**config.mk**
```make
export PLATFORM = sky130hd
export DESIGN_NAME = paralelo_serial_tx
export DESIGN_NICKNAME = d
export VERILOG_FILES = /design/src/rtl/phy_tx_defs.sv /design/src/rtl/phy_tx_fifo2.sv /design/src/rtl/paralelo_serial_tx.sv
export SDC_FILE = /design/constraint.sdc
export NUM_CORES = 1
export LEC_CHECK = 0
export CAP_MARGIN = 20
export CORE_MARGIN = 2
export CORE_UTILIZATION = 61
export CTS_CLUSTER_DIAMETER = 40
export CTS_CLUSTER_SIZE = 30
export DETAILED_ROUTE_END_ITERATION = 10
export PLACE_DENSITY = 0.79
export SLEW_MARGIN = 20
export SYNTH_ARGS = -nofsm -noshare
export SYNTH_HDL_FRONTEND = slang
export SYNTH_HIERARCHICAL = 1
export SYNTH_SLANG_ARGS = --single-unit
```
**constraint.sdc**
```tcl
create_clock -name clk_32f -period 3.29 [get_ports clk_32f]
set_input_delay 0.658 -clock clk_32f [delete_from_list [all_inputs] [get_ports clk_32f]]
set_output_delay 0.658 -clock clk_32f [all_outputs]
set_load 0.005 [all_outputs]
```
**src/rtl/phy_tx_defs.sv**
```systemverilog
// Shared constants and state encoding for the phy_tx serializer path.
package phy_tx_defs;

    localparam int unsigned       PHY_DATA_W     = 8;
    localparam logic [7:0]        PHY_COMMA      = 8'hBC;
    localparam int unsigned       PHY_SYNC_COUNT = 4;

    typedef enum logic {
        SYNC   = 1'b0,
        ACTIVE = 1'b1
    } tx_state_e;

endpackage

```
**src/rtl/phy_tx_fifo2.sv**
```systemverilog
// Two-entry FIFO feeding the serializer; exposes head, count and full.
module phy_tx_fifo2 #(
    parameter int unsigned DATA_W = 8
) (
    input  logic              clk,
    input  logic              rst,
    input  logic              push,
    input  logic              pop,
    input  logic [DATA_W-1:0] din,
    output logic [DATA_W-1:0] head,
    output logic [1:0]        count,
    output logic              full
);

    logic [DATA_W-1:0] mem_q [2];
    logic [DATA_W-1:0] mem_d [2];
    logic              head_idx_q, head_idx_d;
    logic [1:0]        count_q, count_d;
    logic              do_push, do_pop, tail_idx;

    always_comb begin
        do_push    = push && (count_q != 2'd2);
        do_pop     = pop && (count_q != 2'd0);
        // Tail is head + count modulo 2; only count bit 0 matters when not full.
        tail_idx   = head_idx_q ^ count_q[0];
        mem_d      = mem_q;
        if (do_push) begin
            mem_d[tail_idx] = din;
        end
        head_idx_d = head_idx_q ^ do_pop;
        count_d    = count_q + 2'(do_push) - 2'(do_pop);
    end

    always_ff @(posedge clk or posedge rst) begin
        if (rst) begin
            mem_q[0]   <= '0;
            mem_q[1]   <= '0;
            head_idx_q <= 1'b0;
            count_q    <= '0;
        end else begin
            mem_q      <= mem_d;
            head_idx_q <= head_idx_d;
            count_q    <= count_d;
        end
    end

    assign head  = mem_q[head_idx_q];
    assign count = count_q;
    assign full  = (count_q == 2'd2);

endmodule

```
**src/rtl/paralelo_serial_tx.sv**
```systemverilog
// Serializer stage of phy_tx: buffers bytes, shifts them out MSB-first, fills idle slots with commas.
module paralelo_serial_tx
    import phy_tx_defs::*;
#(
    parameter int unsigned       DATA_W     = PHY_DATA_W,
    parameter logic [DATA_W-1:0] COMMA      = PHY_COMMA,
    parameter int unsigned       SYNC_COUNT = PHY_SYNC_COUNT
) (
    input  logic              clk_32f,
    input  logic              reset,
    input  logic [DATA_W-1:0] data_in0,
    input  logic              valid_in0,
    output logic              ready_out0,
    output logic              data_out,
    output logic              active_out
);

    localparam int unsigned CNT_W  = (DATA_W > 1) ? $clog2(DATA_W) : 1;
    localparam int unsigned SYNC_W = (SYNC_COUNT > 1) ? $clog2(SYNC_COUNT) : 1;
    localparam logic [CNT_W-1:0]  CNT_MAX   = CNT_W'(DATA_W - 1);
    localparam logic [SYNC_W-1:0] SYNC_LAST = SYNC_W'(SYNC_COUNT - 1);

    logic [DATA_W-1:0] shreg_q, shreg_d;
    logic [CNT_W-1:0]  bit_cnt_q, bit_cnt_d;
    logic [SYNC_W-1:0] sync_cnt_q, sync_cnt_d;
    tx_state_e         state_q, state_d;
    logic              active_q, active_d;

    logic              load, push, pop;
    logic [DATA_W-1:0] fifo_head;
    logic [1:0]        fifo_count;
    logic              fifo_full;

    phy_tx_fifo2 #(
        .DATA_W (DATA_W)
    ) u_fifo (
        .clk   (clk_32f),
        .rst   (reset),
        .push  (push),
        .pop   (pop),
        .din   (data_in0),
        .head  (fifo_head),
        .count (fifo_count),
        .full  (fifo_full)
    );

    // No bypass: ready follows the registered count only.
    assign ready_out0 = !fifo_full;
    assign push       = valid_in0 && ready_out0;
    assign load       = (bit_cnt_q == '0);
    assign pop        = load && (state_q == ACTIVE) && (fifo_count != 2'd0);

    always_comb begin
        bit_cnt_d  = load ? CNT_MAX : bit_cnt_q - CNT_W'(1);
        shreg_d    = shreg_q << 1;
        sync_cnt_d = sync_cnt_q;
        state_d    = state_q;
        active_d   = active_q;
        if (load) begin
            shreg_d = pop ? fifo_head : COMMA;
            if (state_q == SYNC) begin
                sync_cnt_d = sync_cnt_q + SYNC_W'(1);
                if (sync_cnt_q == SYNC_LAST) begin
                    state_d  = ACTIVE;
                    active_d = 1'b1;
                end
            end
        end
    end

    always_ff @(posedge clk_32f or posedge reset) begin
        if (reset) begin
            shreg_q    <= '0;
            bit_cnt_q  <= CNT_MAX;
            sync_cnt_q <= '0;
            state_q    <= SYNC;
            active_q   <= 1'b0;
        end else begin
            shreg_q    <= shreg_d;
            bit_cnt_q  <= bit_cnt_d;
            sync_cnt_q <= sync_cnt_d;
            state_q    <= state_d;
            active_q   <= active_d;
        end
    end

    assign data_out   = shreg_q[DATA_W-1];
    assign active_out = active_q;

endmodule

```
# After elaboration in Yosys (flattened, before gate mapping)
# Cells that the tools add are included.
# totals
ramBits,0
output_inout_bits,3
in_bits,11
ff_bits,34
mem_bits_ro,0
latch_bits,0
memories,0
# classes
n_eq_ne,3
muxes,11
div_mod_pow,0
order_cmp,3
mul,0
bitwise_logic,5
n_reduce_logical,11
n_addsub,4
n_shift,0
# ops
op,count
$mux 8,6
$bwmux 16,1
$demux 8 s1,1
$logic_and 1x1->1,6
$eq 2x2->1 const B,2
$ge 2x2->1 const B,2
$not 1->2,2
$logic_not 3->1,1
$mux 3,1
$reduce_and 3->1,1
$sub 3x1->3 const B,1
$add 2x1->2,1
$add 2x1->2 const B,1
$lt 2x1->1 const B,1
$mux 1,2
$ne 2x2->1 const B,1
$reduce_and 2->1,1
$reduce_bool 2->1,1
$sub 2x1->2,1
$xor 1x1->1,2
$logic_not 1->1,1
$not 1->1,1

# Longest topological paths before layout
# logic_depth
depth_word,7
ltp_mapped,10
mapped_depth_nobuf,9

# Cells and area by module
# The synthesis kept the hierarchy.
# by_module_without_submodules
module,area_per_inst_um2,seq_area_each_um2,instances,cells_per_inst
phy_tx_fifo2,968.4,475.5,1,73
paralelo_serial_tx,693.2,379.1,1,56

# Least setup slack after synthesis
# OpenSTA, ideal clock, no wires.
# synth_path
path_type,register to register
startpoint,reg bit_cnt_q[0]
endpoint,reg u_fifo.count_q[1] (netlist: u_fifo/count[1])
required_ps,3166
setup_ps,124
path_buffers,1
t_arrival_ps,1567
setup_slack_ps,1599
stages_incl_launch_ff,10
path_cell_list,dfstp_2 > inv_1 > ha_1 > buf_6 > nand2b_2 > nor2_1 > o21ai_0 > a21oi_1 > ha_1 > xnor2_1
# synth_via
elab_chain_cells,5
# synth_rtl
item,line,source
start: declaration,paralelo_serial_tx.sv:24,"logic [CNT_W-1:0] bit_cnt_q, bit_cnt_d;"
start signal: assignment,paralelo_serial_tx.sv:80,bit_cnt_q <= bit_cnt_d;
$logic_not 3->1,paralelo_serial_tx.sv:50,assign load = (bit_cnt_q == '0);
$logic_and 1x1->1 (2 in series),paralelo_serial_tx.sv:51,assign pop = load && (state_q == ACTIVE) && (fifo_count != 2'd0);
net pop,paralelo_serial_tx.sv:29,"logic load, push, pop;"
$logic_and 1x1->1,phy_tx_fifo2.sv:23,do_pop = pop && (count_q != 2'd0);
$sub 2x1->2,phy_tx_fifo2.sv:31,count_d = count_q + 2'(do_push) - 2'(do_pop);
net u_fifo.count_d[1],phy_tx_fifo2.sv:18,"logic [1:0] count_q, count_d;"
end signal: assignment,phy_tx_fifo2.sv:43,count_q <= count_d;
end: declaration,phy_tx_fifo2.sv:18,
# The timed path passes the listed nets, and every way through them passes these cells.
# A chain may end at the register's enable or synchronous reset.

# Final worst setup path
# layout_path
startpoint,reg u_fifo.count_q[0] (netlist: u_fifo/count[0])
endpoint,out ready_out0
# layout_via
elab_chain_cells,2
# layout_rtl
item,line,source
$eq 2x2->1,phy_tx_fifo2.sv:49,assign full = (count_q == 2'd2);
net fifo_full,paralelo_serial_tx.sv:32,logic fifo_full;
$logic_not 1->1,paralelo_serial_tx.sv:48,assign ready_out0 = !fifo_full;
end: declaration,paralelo_serial_tx.sv:13,"output logic ready_out0,"
# The timed path passes the listed nets, and every way through them passes these cells.

==> flow_summary.ini <==
[status]
status = finished clean

[critical_path]
worstSetupStartpointType = flop
r2r-start = u_fifo/count[0]$_DFF_PP0_
crit_type = reg -> out
r2r_slack_ns = 1.07
path_max_fanout = 13
slowest_stage = dfrtp_1
cp.required_ns = 2.63
critPathArrivalTime_ns = 1.68
critPathBufInv = 2
crit_family = flip-flops
critPathMaxStageDelay_ns = 0.65
path_cells = nor2b_1 -> inv_1 -> clkdlybuf4s50_1
crit_path_start = u_fifo/count[0]$_DFF_PP0_
cp-end-kind = output pin

[synth]
synth.area.top_cells = dfrtp_1 (47%), mux2_2 (15%), dfstp_2 (4.7%), ha_1 (3.0%), a2bb2oi_1 (2.6%)
synth_fa_ha_area_frac = 0.03012
synth-seq-cells = 34
avgSynthCellArea_sq_um = 12.88
yosysSeqAreaShare = 0.5143
synth.top_cell.area_share = 0.4669
synth_top_family_by_area = multiplexers
yosysUniqueCellTypes = 37
synth_warnings = 6
synth_area_sq_um = 1662
synth_top_cell_by_area = dfrtp_1
synthSimpleGateAreaFrac = 0.1017
synth-compound-area-share = 0.1197
syn_nets = 144
postSynthCellCount = 129
synthXorXnorAreaFrac = 0.01581
yosys-mux-area-fraction = 0.1762

[power]
switching_share = 0.3257
peakVddDrop_v = 0.0006867
pwr-share-clk = 0.188
power.share.sequential = 0.460
power_leakage_nw = 0.8257
combPwrFrac = 0.352
powerDensity_nw_per_um2 = 846.0
power.switching_mw = 0.5133
intPower_mw = 1.063

[clocking]
clkSinkCount = 34
worstSkewPairLatency_ns = 0.33
cts_hold_buf = 0
root_buffer = clkbuf_4
cts_buffers = 5
post_cts_resized = 0
htree_levels = 2
postCtsSetupRepairBufs = 0
cts_tree = done
clk_pin_slew_ns = 0.10
max-clock-path-buffers = 2

[placed_design]
gp_routability_congestion = 0.8294
dp_hpwl_um = 2103
place_ws_ns = 0.7507
portBuffers = 13
dpl.cell_count = 166

[timing]
setup_viol = 0
drv_slew = 0
fin_crit_sh = 0.7098
setup_tns_ns = 0
hold_viol_final = 0
rsz0062_at_grt = false
fin_crit_ns = 2.335
maxSlewHeadroom = 0.4477
hold_slack_ns = 0.4589
setup_slack_ns = 0.9548
fmax_ghz = 0.4282
worstMarginPinSlew_ns = 0.8267
finClkSkew_ns = 0.005353

[layout]
nets = 158
area_delta_synth_final_pct = 12.12
nFillCells = 173
diodes = 0
multi_input_area_sq_um = 737.0
regArea_sq_um = 854.6
drive_gt1_frac = 0.2847
final_cells = 174

[detailed_routing]
first_pass_iters = 4
drt_iter0_drc = 58
vias = 1026
antenna_left = 0
wl_per_cell_um = 16.40
drc_errors = 0
routed_wl_um = 2853
vias_per_cell = 5.897

[hold_path]
min_from = bit_cnt_q[0]$_DFF_PP1_
hold_path_class = reg -> reg

[global_route]
first_global_vias = 1114
overflow = 0
antenna_found_initial = 0
grt_first_pass_wirelength_um = 5064
grt_max_degree = 20
track_usage = 0.2166

[floorplan]
die-area_sq_um = 3157
die_h_um = 56.19
start_util = 0.6587
core-area_sq_um = 2522
ios = 14
rows = 18
die-width_um = 56.19

[flow_run]
drv_cap = 0
## area by class of cell
class / count / share of cell area
clock buffer: 5 / 0.02015
clock inverter: 3 / 0.02149
inverter: 7 / 0.01410
multi-input combinational: 82 / 0.3956
sequential: 34 / 0.4587
tap: 30 / 0.02015
timing repair buffer: 13 / 0.06985
## layer usage
metal	GRT usage	routed length, um	up-vias
met2	0.3513	1455	15
met3	0.07209	118	2
li1	-	-	495
met1	0.2653	1258	514
met5	0	0	-
met4	0.08844	21	0
## kinds of logic after synthesis
group / count (synthesis)
xor+xnor: 3
compound gates: 23
fa+ha+maj: 4
simple gates: 26
mux: 26
flops: 34
buf+inv: 13
## power by group through the flow
stage | registers (mW) | logic [mW] | clock network, mW
finish | 0.725 | 0.554 | 0.297
global placement | 0.720 | 0.527 | 0
detailed placement | 0.735 | 0.556 | 0
global route | 0.756 | 0.597 | 0.324
CTS | 0.725 | 0.559 | 0.305
floorplan | 0.660 | 0.488 | 0
## metrics by stage
stage / util / power, mW / area (sq um)
floorplan: - / 1.148 / 1662
global placement: 0.7078 / 1.247 / 1785
detailed placement: 0.7078 / 1.290 / 1785
CTS: 0.7386 / 1.590 / 1863
global route: 0.7386 / 1.678 / 1863
finish: 0.7386 / 1.576 / 1863
## cell usage in the layout, fill, tap and decap left out, types with 3 or more instances in the layout
| master | Yosys | layout |
|---|---|---|
| inv_1 | 7 | 7 |
| nor3b_1 | 5 | 5 |
| mux2_2 | 22 | 22 |
| nor2_1 | 4 | 4 |
| nor2b_1 | 3 | 3 |
| dfstp_2 | 3 | 3 |
| dfrtp_1 | 31 | 31 |
| a2bb2oi_1 | 5 | 5 |
| nand2_1 | 3 | 3 |
| mux2i_1 | 3 | 3 |
| o21ai_0 | 3 | 3 |
| clkbuf_4 | 0 | 5 |
| clkdlybuf4s50_1 | 0 | 13 |
| ha_1 | 4 | 4 |
## registers in the layout, summed over array words and instances, names as in the netlist
signal and count:
u_fifo/mem_q 16, shreg_q 8, bit_cnt_q 3, sync_cnt_q 2, u_fifo/count 2, active_out 1, state_q 1, u_fifo/head_idx_q 1
## worst register-to-register path, cell delays in order (launching register included)
cell and delay, ns:
dfrtp_1 0.65, nor2b_1 0.13, nor2b_1 0.67, mux2i_1 0.18, a21oi_1 0.20, ha_1 0.19, xnor2_1 0.12
## cells in the mapped netlist, drive strengths merged
cell     number
buf           6
nand2         3
a32oi         1
o21ai         3
a21bo         1
nor3          1
mux2         23
and3          1
ha            4
dfstp         3
nand3         1
dfrtp        31
nor2          5
xnor2         2
inv           7
o2bb2ai       2
a21o          1
o211ai        2
nand3b        2
nor2b         4
xor2          1
a211oi        2
o21a          1
nor3b         6
a21oi         2
a2bb2oi       5
nand2b        3
mux2i         3
a31o          1
o22ai         2
## path summary, 6_finish.rpt
kind,to,cells past startpoint
min reg2reg,bit_cnt_q[0]$_DFF_PP1_,1
max in group asynchronous,u_fifo/mem_q[7]$_DFFE_PP0P_,2
min in group asynchronous,active_out$_DFFE_PP0P_,2
min,bit_cnt_q[0]$_DFF_PP1_,1
max,ready_out0,3
max reg2reg,u_fifo/count[1]$_DFF_PP0_,6
No activity file was read; power rests on OpenSTA's default activity.
